File: src/rtl/add_arbiter.sv
// Round-robin arbiter granting N requesters access to one shared W-bit adder.
// Each transaction runs IDLE -> CALC -> OUT, with the result held until sum_ready.
module add_arbiter #(
   parameter int N = 4,
   parameter int W = 3
) (
   input  logic                 clk,
   input  logic                 rst_n,
   input  logic [N-1:0]         req,
   input  logic [N*W-1:0]       a_in,
   input  logic [N*W-1:0]       b_in,
   output logic [N-1:0]         gnt,
   output logic [W:0]           sum_out,
   output logic [$clog2(N)-1:0] sum_id,
   output logic                 sum_valid,
   input  logic                 sum_ready,
   output logic                 busy,
   output logic [7:0]           done_cnt
);

   localparam int IW = $clog2(N);
   localparam logic [N-1:0] ONE = N'(1);

   typedef enum logic [1:0] {
      IDLE = 2'd0,
      CALC = 2'd1,
      OUT  = 2'd2
   } state_t;

   state_t         state_q, state_d;
   logic [N-1:0]   gnt_q, gnt_d;
   logic [W:0]     sum_q, sum_d;
   logic [IW-1:0]  id_q, id_d;
   logic           valid_q, valid_d;
   logic [7:0]     done_q, done_d;
   logic [IW-1:0]  rr_q, rr_d;
   logic [W-1:0]   a_q, a_d;
   logic [W-1:0]   b_q, b_d;

   logic           found;
   logic [IW-1:0]  win;
   logic [IW:0]    idx;
   logic [IW:0]    nxt;

   // Search upward from rr_q, wrapping modulo N; first set bit wins.
   always_comb begin
      found = 1'b0;
      win   = '0;
      idx   = '0;
      for (int k = 0; k < N; k++) begin
         idx = {1'b0, rr_q} + (IW+1)'(k);
         if (idx >= (IW+1)'(N)) idx = idx - (IW+1)'(N);
         if (!found && req[idx[IW-1:0]]) begin
            found = 1'b1;
            win   = idx[IW-1:0];
         end
      end
      nxt = {1'b0, win} + (IW+1)'(1);
      if (nxt == (IW+1)'(N)) nxt = '0;
   end

   always_comb begin
      state_d = state_q;
      gnt_d   = gnt_q;
      sum_d   = sum_q;
      id_d    = id_q;
      valid_d = valid_q;
      done_d  = done_q;
      rr_d    = rr_q;
      a_d     = a_q;
      b_d     = b_q;
      case (state_q)
         IDLE: begin
            if (found) begin
               a_d     = a_in[int'(win)*W +: W];
               b_d     = b_in[int'(win)*W +: W];
               gnt_d   = ONE << win;
               id_d    = win;
               rr_d    = nxt[IW-1:0];
               state_d = CALC;
            end
         end
         CALC: begin
            sum_d   = {1'b0, a_q} + {1'b0, b_q};
            valid_d = 1'b1;
            gnt_d   = '0;
            state_d = OUT;
         end
         OUT: begin
            if (sum_ready) begin
               valid_d = 1'b0;
               done_d  = done_q + 8'd1;
               state_d = IDLE;
            end
         end
         default: state_d = IDLE;
      endcase
   end

   always_ff @(posedge clk or negedge rst_n) begin
      if (!rst_n) begin
         state_q <= IDLE;
         gnt_q   <= '0;
         sum_q   <= '0;
         id_q    <= '0;
         valid_q <= 1'b0;
         done_q  <= '0;
         rr_q    <= '0;
         a_q     <= '0;
         b_q     <= '0;
      end else begin
         state_q <= state_d;
         gnt_q   <= gnt_d;
         sum_q   <= sum_d;
         id_q    <= id_d;
         valid_q <= valid_d;
         done_q  <= done_d;
         rr_q    <= rr_d;
         a_q     <= a_d;
         b_q     <= b_d;
      end
   end

   assign gnt       = gnt_q;
   assign sum_out   = sum_q;
   assign sum_id    = id_q;
   assign sum_valid = valid_q;
   assign done_cnt  = done_q;
   assign busy      = (state_q != IDLE);

endmodule
File: config.mk
export PLATFORM = sky130hd
export DESIGN_NAME = add_arbiter
export DESIGN_NICKNAME = d
export VERILOG_FILES = /design/src/rtl/add_arbiter.sv
export SDC_FILE = /design/constraint.sdc
export NUM_CORES = 1
export LEC_CHECK = 0
export BUFFER_PORTS_ARGS = -buffer_cell sky130_fd_sc_hd__buf_2
export CAP_MARGIN = 20
export CORE_MARGIN = 2
export CORE_UTILIZATION = 50
export DETAILED_ROUTE_END_ITERATION = 10
export HOLD_SLACK_MARGIN = 0.12
export PLACE_DENSITY = 0.79
export SETUP_SLACK_MARGIN = 0.1
export SYNTH_ARGS = -nofsm -noshare
export SYNTH_HDL_FRONTEND = slang
export SYNTH_SLANG_ARGS = --single-unit
export TNS_END_PERCENT = 1
File: constraint.sdc
create_clock -name clk -period 4.17 [get_ports clk]
set_clock_uncertainty 0.15 [all_clocks]
set_input_delay 0.417 -clock clk [delete_from_list [all_inputs] [get_ports clk]]
set_output_delay 0.417 -clock clk [all_outputs]
set_load 0.1 [all_outputs]
==> results summary, run 1 <==
The number of iterations in the first detailed-routing pass came out at 4. The number of I/O port buffers is 50. The number of warnings issued by yosys is 0. The sum of net half-perimeters after detailed placement is ~2600 um.

The number of non-filler instances in the completed layout is between 200 and 250. The area share of fa/ha/maj cells after synthesis is 0.0758. Synthesis inferred 29 register bits. The ratio of final minimum period to clock period is 0.573. The count of antenna diodes in the layout is 0. The pre-CTS setup slack is between 1.5 and 2 ns. The origin of the critical flop-to-flop path is rr_q[1]$_DFFE_PN0P_. For this run, the post-layout net count is ~240. The final count of pins violating max slew is 0. The worst setup path is of the flip-flop to flip-flop kind.

The per-cell via count in the routed design came out at between 5 and 6. The first routing iteration left 50 violations. The count of final setup violators is 0. For the pin with the worst max-slew slack, the measured transition is ~0.69 ns. The depth of the worst register-to-register path is 6. Routability-driven placement finished with a final weighted congestion of ~0.76. The library cells used most frequently in the layout, excluding fill and tap cells, are sky130_fd_sc_hd__buf_2 (50), sky130_fd_sc_hd__dfrtp_1 (29), sky130_fd_sc_hd__nand2_1 (19), sky130_fd_sc_hd__nand4_1 (8), sky130_fd_sc_hd__ha_1 (8). The mean instance size in the synthesized netlist came out at 10.5 sq um. The synthesized netlist cell count is 151. The xor/xnor cell area share of the yosys netlist came out at 0.0442. The setup TNS after final layout came out at 0 ns.

The end of the worst register-to-register path is b_q[0]$_DFFE_PN0P_. The fraction of the mapped netlist area in compound gates came out at 0.160. The count of cell types in the netlist came out at 36. The global routing met1 resource utilization is 0.235. The share of post-route cells with drive strength above 1 came out at 0.341. The initial utilization of the core area, before any placement, comes to 0.523.

The number of antenna violations at the first check in global routing came to 0. The instance area after placement came out at 1870 sq um. In this run the tightest slew margin relative to its limit is 0.543.

The antenna violation net count after detailed routing is 0. The final number of hold-violating endpoints came out at 0. The portion of synthesized area spent on multiplexers is 0.0656. The final wirelength came out at between 3000 and 4000 um. The post-cts resize count came out at 0. Entering global routing, the biggest net connects 30 pins. The worst hold path belongs to the class input port to flip-flop. The clock net in this run drives a total of 29 sinks. TritonCTS built the clock tree.

The combined area of all synthesized cells came out at 1580 sq um. The main combinational cell family by area after synthesis is simple AND/OR/NAND/NOR gates. The simple-gate share of the synthesized area came out at 0.168. In the routed design, unresolved DRC markers number 0.

The routed length per instance is 13.4 um. The number of buffers added by the clock tree synthesis step came out at 5. STA classifies the critical path startpoint as a flip-flop. The global routing met3 resource utilization is 0.0584. The max-capacitance violation count came out at 0. The share of the Yosys chip area taken by registers is 0.458. The critical path starts at rr_q[1]$_DFFE_PN0P_. The insertion delay to the later sink of the worst-skew pair came out at approximately 0.32 ns. The area of the core is roughly 3000 sq um. Of all cell types, the one taking the most synthesized area is sky130_fd_sc_hd__dfrtp_1.

The die span in y is ~60 um. The required time of the critical path is 4.22 ns. The area added between synthesis and finish came out at 23.1%.

CTS placed an instance of sky130_fd_sc_hd__clkbuf_4 at the clock tree root. Row generation in the floorplan step produced 20 rows. The die area is about 3600 sq um. The total vias in the final route came out at ~1,300. The area share of the leading cell type in the synthesized netlist came out at 0.458. The most common cell after layout, fill and taps aside is sky130_fd_sc_hd__buf_2. The number of buffers between clock root and the deepest sink came out at 2. The shortest clock period the worst path allows after layout is between 2 and 2.5 ns. The fraction of met2 tracks used by global routing is 0.363.

The setup check on the worst reg-to-reg path leaves a slack of ~1.8 ns. The first-pass GRT wire length came out at between 5000 and 6000 um. Yosys attributes the largest share of cell area to sky130_fd_sc_hd__dfrtp_1 (46%), sky130_fd_sc_hd__ha_1 (6.3%), sky130_fd_sc_hd__nand2_1 (4.5%). The clock input transition at the sequential cells of the worst setup and hold paths is approximately 0.09 ns. The x dimension of the die is between 60 and 70 um. The most critical setup path has its endpoint at b_q[0]$_DFFE_PN0P_. The buffer count from post-CTS setup fixing is 0. In this run the most used layer during global routing was met2. The number of hold buffers added after CTS was 1.

The number of global-route vias before repair came to around 1,300. For this run, the top clock speed supported by timing is 418 MHz. The endpoint kind of the worst setup timing path is a flip-flop.

The worst setup slack after layout is about 1.8 ns. After routing the design area is 1950 sq um. The total routing usage reported by global routing came out at 0.207. When the netlist entered floorplanning its net count stood at ~190.

The flow ran to the end, and the final reports show no timing, DRC or antenna violations. The I/O pin total is 51. Along the worst path, the maximum fanout reaches 9. The total congestion overflow came out at 0. Including well taps, the total number of placed cells is 240. The H-tree depth came out at 2. The data arrival time at the worst-slack endpoint is 2.45 ns. Setup repair after global routing left no endpoint under its margin.
==> cell usage after synthesis (all sizes together) <==
cell type,number
dfrtp,29
nand2,19
ha,8
nand4,8
mux2,7
nor2,7
a211oi,6
inv,6
o21ai,6
o31ai,6
a221o,5
nand3,5
xnor2,5
a21o,4
a21oi,4
nand2b,4
clkbuf,3
xor2,3
buf,2
or2,2
a211o,1
and3,1
and3b,1
and4,1
clkinv,1
fa,1
mux2i,1
nor2b,1
nor3,1
nor3b,1
o21a,1
o311ai,1
==> routing by layer <==
| metal | share of wire | up-vias |
|---|---|---|
| li1 | - | 645 |
| met1 | 0.41 | 629 |
| met2 | 0.52 | 44 |
| met3 | 0.056 | 5 |
| met4 | 0.016 | 0 |
| met5 | 0 | - |
==> critical path: stages (launching register included) <==
cell and delay [ns]:
sky130_fd_sc_hd__dfrtp_1 0.44, sky130_fd_sc_hd__nand2b_1 0.18, sky130_fd_sc_hd__a21oi_1 0.55, sky130_fd_sc_hd__nor3_4 0.09
sky130_fd_sc_hd__inv_2 0.21, sky130_fd_sc_hd__mux2_4 0.32, sky130_fd_sc_hd__a221o_1 0.33
==> flip-flops by register name, summed over array words and instances, names as in the netlist <==
register	flops
rr_q	2
gnt	4
sum_valid	1
b_q	3
sum_out	4
a_q	3
sum_id	2
done_cnt	8
state_q	2
==> cell families (layout without fill, tap and decap cells) <==
logic type,Yosys count,count (layout)
and+or+nand+nor,51,51
AOI/OAI and AO/OA,34,34
DFF,29,29
buffers and inverters,12,66
adders and majority gates,9,9
xor gates and xnor gates,8,8
muxes,8,8
==> cell type report <==
cell class / instances / area [sq um]
clock buffers: 7 / 65.1
fillers: 252 / 1080
flip-flops and latches: 29 / 726
multi-input cells: 110 / 813
repair buffers: 51 / 260
clock inverters: 1 / 5.00
inverters: 7 / 26.3
well taps: 44 / 55.1
==> stage by stage <==
step / util / hold WS [ns]
6_report: 0.644 / 0.137
5_1_grt: 0.644 / 0.171
4_1_cts: 0.644 / 0.134
2_1_floorplan: - / -0.0286
3_5_place_dp: 0.618 / 0.307
3_3_place_gp: 0.618 / 0.306
==> how the worst min path moves through the flow <==
stage | from | to | slack (ns) | cells past startpoint
after detailed placement | done_cnt[7]$_DFFE_PN0P_ | done_cnt[7]$_DFFE_PN0P_ | 0.31 | 1
after CTS | sum_ready | state_q[1]$_DFFE_PN0P_ | 0.13 | 2
after floorplan | rst_n | a_q[0]$_DFFE_PN0P_ | -0.03 | 0
after global placement | rst_n | done_cnt[4]$_DFFE_PN0P_ | 0.31 | 1
after global routing | sum_ready | state_q[1]$_DFFE_PN0P_ | 0.17 | 2
final | sum_ready | state_q[1]$_DFFE_PN0P_ | 0.14 | 2
Power of run 1 is not shown: default switching activity piles up to over one toggle a cycle in this logic, so the estimate is an artifact.
==> inputs of run 2 (changes only) <==
==> constraint.sdc (replaced) <==
create_clock -name clk -period 2.4 [get_ports clk]
set_clock_uncertainty 0.15 [all_clocks]
set_input_delay 0.24 -clock clk [delete_from_list [all_inputs] [get_ports clk]]
set_output_delay 0.24 -clock clk [all_outputs]
set_load 0.1 [all_outputs]
==> results summary, run 2 (synthesis gave the netlist of run 1 again) <==
The region available for standard cell placement spans ~3000 sq um. The endpoint kind of the worst setup timing path is a flip-flop. The clock reaches the later pin of the worst-skew pair after 0.32 ns. The measured slew at the worst slew-check pin came out at 0.661 ns. Of all nets on the critical path, the largest fanout is 9. The max-capacitance violation count is 0. The startpoint type of the worst setup path is a flip-flop. Once detailed placement completed, the half-perimeter wirelength came to approximately 2800 um. After detailed routing, the average wire length per cell comes to ~14 um. The total congestion overflow came out at 0. Counting the buffers created by CTS gives 5.

The area added between synthesis and finish came out at 28.2%. The clock tree root buffer cell is sky130_fd_sc_hd__clkbuf_4. The net count reported at finish is approximately 250. The clock input transition at the sequential cells of the worst setup and hold paths came out at approximately 0.09 ns. The routed design has approximately 3600 um of wire.

The register with the most flip-flops in the layout has 8 of them. The number of buffers between clock root and the deepest sink is 2. The final number of hold-violating endpoints is 0.

The H-tree depth is 2. The number of iterations in the first detailed-routing pass came out at 4. The die is 60.3 um tall. Headroom to the max-slew limit came out at 0.555. The run finished with clean final reports. The number of antenna violations at the first check in global routing is 0. TritonCTS built the clock tree. The library cell used most frequently in the layout, excluding fill and tap cells, is sky130_fd_sc_hd__buf_2. Post-CTS timing repair inserted 0 buffers for setup.

Data on the critical path arrives at its endpoint at around 2.3 ns. The count of antenna diodes in the layout came out at 0. The setup TNS after final layout is 0 ns. The count of nets left with antenna violations once routing finished came out at 0. The die area came out at around 3600 sq um. After detailed routing, the number of vias per cell comes to 5.24.

The number of I/O port buffers came out at 50. The total number of clock tree sinks is 29. Setup violations remaining at the end of the flow were counted as 0. The path category of the worst min-delay check is input port to flip-flop. Setup repair after global routing left no endpoint under its margin. The slowest stage of the critical path belongs to the cell sky130_fd_sc_hd__dfrtp_1. The number of global-route vias before repair came to 1,321. The starting density of the core came out at 0.523.

The total vias in the final route is 1,353. The maximum clock frequency is about 450 MHz. The share of post-route cells with drive strength above 1 is 0.332. The total routing usage reported by global routing is 0.222.

The first-pass GRT wire length is 5810 um. Entering global routing, the biggest net connects 30 pins. The ratio of final minimum period to clock period came out at 0.926. The die is 60.3 um wide.

The shortest clock period the worst path allows after layout is roughly 2.2 ns. On the worst path, the slowest cell contributes a delay of 0.45 ns. The I/O pin total is 51. The detailed router finished its first iteration with 34 violations. The required time of the critical path came out at roughly 2.5 ns. The final count of pins violating max slew is 0. Traced cell by cell, the critical path runs through nor2b_1, o21a_4, nor3_4, inv_4, mux2_4, a221o_1. The cell row count came out at 20. The top cell types in the final layout, fill and taps aside, are sky130_fd_sc_hd__buf_2 (50), sky130_fd_sc_hd__dfrtp_1 (29), sky130_fd_sc_hd__nand2_1 (19). The placer's final routability congestion estimate came out at between 0.8 and 0.9. The remaining design rule violation count is 0.

The critical path in this run is classified as flip-flop to flip-flop.
-- run 2: cell count changes in the layout (fill, tap and decap cells not counted) --
cell,delta
sky130_fd_sc_hd__inv_2,-1
sky130_fd_sc_hd__clkinv_2,-1
sky130_fd_sc_hd__buf_4,+3
sky130_fd_sc_hd__clkbuf_8,-1
sky130_fd_sc_hd__inv_4,+1
sky130_fd_sc_hd__clkbuf_1,+1
sky130_fd_sc_hd__dlygate4sd3_1,+7
-- run 2: final timing paths --
kind                       slack (ns)                     from                      end  cells after the start
max                              0.18      rr_q[1]$_DFFE_PN0P_       b_q[0]$_DFFE_PN0P_                      6
min                              0.13                 a_in[10]       a_q[1]$_DFFE_PN0P_                      3
max reg2reg                      0.18      rr_q[1]$_DFFE_PN0P_       b_q[0]$_DFFE_PN0P_                      6
min reg2reg                      0.32  done_cnt[7]$_DFFE_PN0P_  done_cnt[7]$_DFFE_PN0P_                      1
max in group asynchronous        1.39                    rst_n       a_q[1]$_DFFE_PN0P_                      2
min in group asynchronous        0.31                    rst_n  done_cnt[5]$_DFFE_PN0P_                      2
-- run 2: timing repair --
| item | in CTS | in global routing |
|---|---|---|
| gates resized for setup | 0 | 1 |
| endpoints found under the setup margin | 0 | 2 |
| hold buffers | 7 | 1 |
| endpoints found under the hold margin | 34 | 1 |
-- run 2: worst max-delay path, delay by kind of cell, from the launching register on --
| kind | cells | cell delay (ns) |
|---|---|---|
| buf+inv | 1 | 0.12 |
| mux | 1 | 0.31 |
| flops | 1 | 0.45 |
| simple gates | 2 | 0.47 |
| compound gates | 2 | 0.59 |
-- run 2: per-stage QoR --
step | std cells | utilization | setup WS [ns] | cell area [sq um] | hold WS (ns)
3_5_place_dp | 243 | 0.625 | 0.191 | 1890 | 0.141
4_1_cts | 257 | 0.667 | 0.178 | 2020 | 0.120
2_1_floorplan | 151 | - | 0.243 | 1580 | -0.206
5_1_grt | 258 | 0.671 | 0.103 | 2030 | 0.121
6_report | 258 | 0.671 | 0.177 | 2030 | 0.129
3_3_place_gp | 243 | 0.625 | 0.301 | 1890 | 0.133
-- run 2: routing by layer --
layer / track usage / up-vias / wire (um)
li1: - / 673 / -
met1: 0.258 / 627 / 1480
met2: 0.390 / 48 / 1820
met3: 0.0606 / 5 / 214
met4: 0.0762 / 0 / 54
met5: 0 / - / 0
-- run 2: cell type report --
class	count	area (sq um)
clock buffers	7	55.1
fillers	249	997
inverters	7	28.8
multi-input cells	110	813
flip-flops and latches	29	726
well taps	44	55.1
repair buffers	61	353
Power of run 2 is left out for the same reason.
